<file path="src/rtl/gpr_read_mux_bank.sv">
// gpr_read_mux_bank: register bank with one write port and two registered
// read ports (A and B). It has write-to-read bypass, a synchronous clear and
// an out-of-range select flag. Reads complete one cycle after rd_req.
//
// Read handshake: rd_req has no ready partner and is always accepted. Each
// clk edge that sees rd_req=1 produces exactly one result. On the following
// cycle out_valid is high for one cycle, and out_a/out_b/sel_err hold that
// result. Back-to-back requests keep out_valid high continuously. out_a and
// out_b keep their last value while no request is made. An asynchronous
// reset discards any request in flight.
module gpr_read_mux_bank #(
   parameter int               WIDTH   = 8,
   parameter int               NREG    = 4,
   parameter int               SELW    = 2,
   parameter logic [WIDTH-1:0] RST_VAL = '0
) (
   input  logic             clk,
   input  logic             rst,
   input  logic             we,
   input  logic [SELW-1:0]  waddr,
   input  logic [WIDTH-1:0] wdata,
   input  logic             clr,
   input  logic             rd_req,
   input  logic [SELW-1:0]  sel_a,
   input  logic [SELW-1:0]  sel_b,
   output logic [WIDTH-1:0] out_a,
   output logic [WIDTH-1:0] out_b,
   output logic             out_valid,
   output logic             sel_err
);

   logic [WIDTH-1:0] regs [NREG];
   logic             waddr_ok;
   logic             write_hit;
   logic [SELW-1:0]  sel     [2];
   logic [WIDTH-1:0] val     [2];
   logic             sel_bad [2];

   assign sel[0] = sel_a;
   assign sel[1] = sel_b;

   // A write is only meaningful when it targets an existing register.
   always_comb begin
      waddr_ok  = (32'(waddr) < NREG);
      write_hit = we && waddr_ok && !clr;
   end

   // Per-port value selection, in priority order: clear, bypass, stored value, zero.
   always_comb begin
      for (int p = 0; p < 2; p++) begin
         val[p]     = '0;
         sel_bad[p] = (32'(sel[p]) >= NREG);
         if (clr)
            val[p] = RST_VAL;
         else if (we && waddr_ok && (waddr == sel[p]))
            val[p] = wdata;
         else if (!sel_bad[p])
            val[p] = regs[sel[p]];
      end
   end

   // Storage: clear beats write; out-of-range writes are dropped.
   always_ff @(posedge clk or posedge rst) begin
      if (rst) begin
         for (int i = 0; i < NREG; i++)
            regs[i] <= RST_VAL;
      end else begin
         for (int i = 0; i < NREG; i++) begin
            if (clr)
               regs[i] <= RST_VAL;
            else if (write_hit && (32'(waddr) == i))
               regs[i] <= wdata;
         end
      end
   end

   // Registered read results; data holds between requests, valid/err pulse per request.
   always_ff @(posedge clk or posedge rst) begin
      if (rst) begin
         out_a     <= '0;
         out_b     <= '0;
         out_valid <= 1'b0;
         sel_err   <= 1'b0;
      end else if (rd_req) begin
         out_a     <= val[0];
         out_b     <= val[1];
         out_valid <= 1'b1;
         sel_err   <= sel_bad[0] | sel_bad[1];
      end else begin
         out_valid <= 1'b0;
         sel_err   <= 1'b0;
      end
   end

endmodule

</file>
<file path="config.mk">
export PLATFORM = sky130hd
export DESIGN_NAME = gpr_read_mux_bank
export DESIGN_NICKNAME = d
export VERILOG_FILES = /design/src/rtl/gpr_read_mux_bank.sv
export SDC_FILE = /design/constraint.sdc
export NUM_CORES = 1
export LEC_CHECK = 0
export CORE_MARGIN = 2
export CORE_UTILIZATION = 50
export CTS_BUF_LIST = sky130_fd_sc_hd__clkbuf_8
export DETAILED_ROUTE_END_ITERATION = 8
export PLACE_DENSITY = 0.8
export SKIP_CTS_REPAIR_TIMING = 1
export SYNTH_ARGS = -nofsm -noshare
export SYNTH_HDL_FRONTEND = slang
export SYNTH_SLANG_ARGS = --single-unit
</file>
<file path="constraint.sdc">
create_clock -name clk -period 1.83 [get_ports clk]
set_input_delay 0.183 -clock clk [delete_from_list [all_inputs] [get_ports clk]]
set_output_delay 0.183 -clock clk [all_outputs]
set_load 0.03 [all_outputs]
</file>
# Yosys cells after proc, flatten, opt, wreduce, memory -nomap -nowiden
# Cells that the tools add are included.
op_classes:
  magnitude_cmp: 2
  n_eq_ne: 5
  mux: 19
  bitwise: 2
  n_reduce_logical: 13
op_table:
  columns: ["op", "count"]
  rows:
  - ["8-bit two-way mux", 16]
  - ["8-bit binary-select mux with 2-bit select", 2]
  - ["2-bit nonzero test", 4]
  - ["1-bit logical AND", 7]
  - ["3-bit greater-or-equal comparator, second input constant", 2]
  - ["2-bit NOT with 3-bit output", 2]
  - ["2-bit equality test", 2]
  - ["2-bit equality test, second input constant", 2]
  - ["2-bit by 1-bit equality test with 1-bit output, second input constant", 1]
  - ["2-bit zero test", 1]
  - ["1-bit zero test", 1]
  - ["1-bit two-way mux", 1]
totals:
  reg_bits: 49
  inputBits: 19
  out_inout_bits: 18
  wordCells: 48

# Longest topological paths before layout
depth:
  word_depth: 6
  ltp_mapped: 5

# Least setup slack after synthesis
# No wires, ideal clock.
synth_timing:
  path_kind: "input port to flip-flop"
  from: "input port sel_b[1]"
  to: "register out_b[2]"
  setup_ns: 0.145
  arrival_ns: 1.187
  slack_ns: 0.498
  cell_stages: 4
  cell_sequence: "buf_2 -> mux4_2 -> o311ai_0 -> o221ai_2"
synth_between:
  elab_chain_cells: 6
  elab_cells_between_ends: 8
synth_lines:
  columns: ["element", "line", "rtl"]
  rows:
  - ["from (decl)", "25", "input logic [SELW-1:0] sel_b,"]
  - ["2-bit NOT with 3-bit output (implied by the code)", "58", "val[p] = regs[sel[p]];"]
  - ["8-bit binary-select mux with 2-bit select", "58", null]
  - ["8-bit two-way mux (implied by the code) (2 in series)", "58", null]
  - ["8-bit two-way mux *", "55", "else if (we && waddr_ok && (waddr == sel[p]))"]
  - ["8-bit two-way mux *", "53", "if (clr)"]
  - ["to (signal assigned)", "86", "out_b <= val[1];"]
  - ["to (decl)", "27", "output logic [WIDTH-1:0] out_b,"]
# Mark *: on every way between the ends. The rest lies on a longest branch, timed or not. The select of a mux whose other input is x is not followed.
# A chain may end at the register's enable or synchronous reset.

# Worst setup path in the final report
layout_timing:
  from: "input port sel_a[0]"
  to: "register out_a[5]"
layout_between:
  elab_chain_cells: 6
  elab_cells_between_ends: 8
layout_lines:
  columns: ["element", "line", "rtl"]
  rows:
  - ["from (decl)", "24", "input logic [SELW-1:0] sel_a,"]
  - ["2-bit NOT with 3-bit output (implied by the code)", "58", null]
  - ["8-bit binary-select mux with 2-bit select", "58", null]
  - ["8-bit two-way mux (implied by the code) (2 in series)", "58", null]
  - ["8-bit two-way mux *", "55", null]
  - ["8-bit two-way mux *", "53", null]
  - ["to (signal assigned)", "85", "out_a <= val[0];"]
  - ["to (decl)", "26", "output logic [WIDTH-1:0] out_a,"]
# Marks and branches as above.

==> impl_results.md <==
- Placed cells: between 300 and 400
- Sequential fraction of the synthesis area: between 40 and 50%
- Die area: 6131 um^2
- Critical path arrival: approximately 1.8 ns
- Final Hold Fails: 0
- Port bufs: 35
- Int Power: approximately 1600 uW
- Sw frac: between 20% and 30%
- First-pass GRT wire length: 10,090 um
- Max incr delay on CP: slightly above 0.5 ns
- Finished Cell Area: around 3400 um^2
- Number of synthesis warnings: 0
- Mapped cell area: 2760 um^2
- Worst Tran Pin Value: around 0.54 ns
- CP bufs+invs: 2
- Seq cells post-synth: 49
- 1st-pass router iterations: 4
- Placed Area: about 3300 um^2
- Num ports: 37
- Post-route ant nets: 0
- Comb pwr share: between 10% and 20%
- Crit end category: flop
- P_leak: roughly 0.0013 uW
- Clock transition at path regs: 0.08 ns
- Syn Area/Cell: approximately 11 um^2
- Critical-path top delay cell: clkdlybuf4s50_1
- CP max FO: 9
- Worst EP required: 1.97 ns
- CP top delay family: buffers and inverters
- Final setup vio count: 0
- Crit-path cells: clkdlybuf4s50_1, buf_12, xor2_1, or3_1, o221ai_1
- Avg WL per Cell: about 16 um
- Total track usage: about a fifth
- Slew margin rel.: between 60% and 70%
- Die X: approximately 78 um
- Worst skew pair latency: approximately 0.30 ns
- CTS tree: yes
- Antenna violations before repair: 0
- Yosys cell types: 25
- Worst Skew: 0.006300 ns
- Worst vdd ir: ~0.00037 V
- Sequential share of power: between 50% and 60%
- Fin cells: about 360
- Num rows: 27
- Layout cells sized above 1: about a fifth
- Kind of critical path: in2reg
- Largest net degree at the start of global routing: 28
- Worst-case clock buffer depth: 2
- NetSw: around 580 uW
- Fill cells: between 400 and 500
- DRC violations left: 0
- Layout area overhead: 22.26%
- CTS H-tree lvls: 2
- RSZ-0062 raised after global routing: false
- Root Driver: clkbuf_8
- Starting density of the core: about half
- Synthesized Nets: between 200 and 300
- Initial drt markers: roughly 130
- PD cells: around 650 nW/um^2
- Tcrit/Tclk final: between 90% and 100%
- Nets: between 300 and 400
- Placer Congestion: roughly 0.8
- CTS Sinks: 49
- Core ar.: 5405 um^2
- Hpwl dp: about 4500 um
- Drt total wl: between 5000 and 6000 um
- Max-Cap Viols: 0
- Status: complete, no violations
- Hold crit path type: in2async
- Vert. Die Dim: 78.30 um
- Num CTS Buffers: 5
- Critical path depth in cells: 5
- Routed vias: around 2.1k
- Clk pwr share: between 20% and 30%
- N_diodes: 0
- Vias per cell: ~5.8
- R2R depth: 3
- Vias in the first global route: ~2.1k
- Post-layout min period: around 1.7 ns
- Gate Count Post-Synth: approximately 250
- Overflow left after global routing: 0
- Final slew viol count: 0
- Fmax: ~590 MHz
- Critical path launch point type: input port
==> placed cells by master (no fill, tap or decap) <==
master,n
conb_1,1
nand2b_1,28
o221ai_2,9
nand3b_1,1
mux4_2,16
inv_1,18
or3_1,2
buf_4,9
nand2_1,35
dfrtp_1,49
clkdlybuf4s50_1,35
inv_2,1
o21ai_0,28
nor4b_4,1
mux2i_1,4
and2b_1,1
buf_12,7
and4b_1,1
o311ai_0,16
o221ai_1,7
xor2_2,3
clkbuf_8,6
nor2_1,4
xor2_1,1
and4bb_2,2
==> through the flow <==
| step | worst slack [ns] | power, uW | util (%) | hold WS (ns) | setup TNS [ns] |
|---|---|---|---|---|---|
| after floorplan | 0.4742 | 1413 | - | 0.2144 | 0 |
| after CTS | 0.1548 | 2198 | 62.43 | 0.2508 | 0 |
| after detailed placement | -0.1667 | 1585 | 60.83 | 0.5523 | -1.668 |
| final | 0.1473 | 2183 | 62.43 | 0.2313 | 0 |
| after global routing | 0.02031 | 2285 | 62.43 | 0.2709 | 0 |
| after global placement | -0.1035 | 1574 | 60.83 | 0.5338 | -0.9914 |
==> final cells by class <==
| type | instances | area [um^2] | area share, % |
|---|---|---|---|
| inverter | 18 | 67.56 | 2.002 |
| sequential | 49 | 1226 | 36.34 |
| multi-input combinational | 160 | 1346 | 39.90 |
| tap | 72 | 90.09 | 2.670 |
| clock inverter | 1 | 3.754 | 0.1112 |
| timing repair buffer | 51 | 558.0 | 16.54 |
| clock buffer | 6 | 82.58 | 2.447 |
==> worst paths after layout <==
path                          start       end  slack [ns]
min in group clk           out_b[5]  out_b[5]        0.56
setup reg to reg            regs[5]  out_a[5]        0.40
max in group asynchronous       rst  regs[30]        1.08
hold reg to reg            out_b[5]  out_b[5]        0.56
hold / removal                  rst  out_a[2]        0.23
setup / recovery           sel_a[0]  out_a[5]        0.15
==> worst register-to-register path: cells and delay by family (launching register included) <==
| family | cells | cell delay (ns) |
|---|---|---|
| multiplexers | 1 | 0.49 |
| flip-flops | 1 | 0.41 |
| AO/OA/AOI/OAI | 2 | 0.37 |
==> cell families after synthesis <==
kind of cell              count (synthesis)  synth area share [%]
and+or+nand+nor                          75                 14.78
AOI/OAI and AO/OA                        60                 17.27
DFF                                      49                 44.42
buffers and inverters                    39                 6.799
muxes                                    20                 14.51
xor gates and xnor gates                  4                 2.085
other                                     1                0.1359
==> power by group through the flow <==
stage,Sequential (uW),Clock [uW],Combinational [uW]
4_1_cts,1150,633,410
6_report,1150,621,407
3_3_place_gp,1170,0,402
3_5_place_dp,1180,0,409
5_1_grt,1160,686,439
2_1_floorplan,1210,0,205
==> Yosys cell counts <==
master / number / share of area [%]
buf_2: 9 / 1.6
xor2_2: 3 / 1.8
and4bb_2: 2 / 0.91
nor4b_4: 1 / 0.86
and4b_1: 1 / 0.36
nor2_1: 4 / 0.54
o311ai_0: 16 / 5.1
conb_1: 1 / 0.14
xor2_1: 1 / 0.32
buf_1: 1 / 0.14
mux4_2: 16 / 13
o221ai_1: 7 / 2.2
o21ai_0: 28 / 5.1
or3_1: 2 / 0.45
mux2i_1: 4 / 1.5
clkbuf_1: 6 / 0.82
nand3b_1: 1 / 0.27
inv_1: 18 / 2.4
buf_6: 3 / 1.2
nand2_1: 35 / 4.8
buf_4: 2 / 0.54
nand2b_1: 28 / 6.3
dfrtp_1: 49 / 44
and2b_1: 1 / 0.27
o221ai_2: 9 / 4.9
==> state kept, by name, summed over array words and instances (netlist names) <==
register and cells:
out_a 8, out_b 8, out_valid 1, regs 32
==> layer usage <==
layer | part of all wire, % | track usage (%)
met2 | 52 | 35.34
met4 | 1.5 | 6.842
met3 | 4.0 | 3.448
met1 | 42 | 27.54
met5 | 0 | 0
No activity file was read; power rests on OpenSTA's default activity.
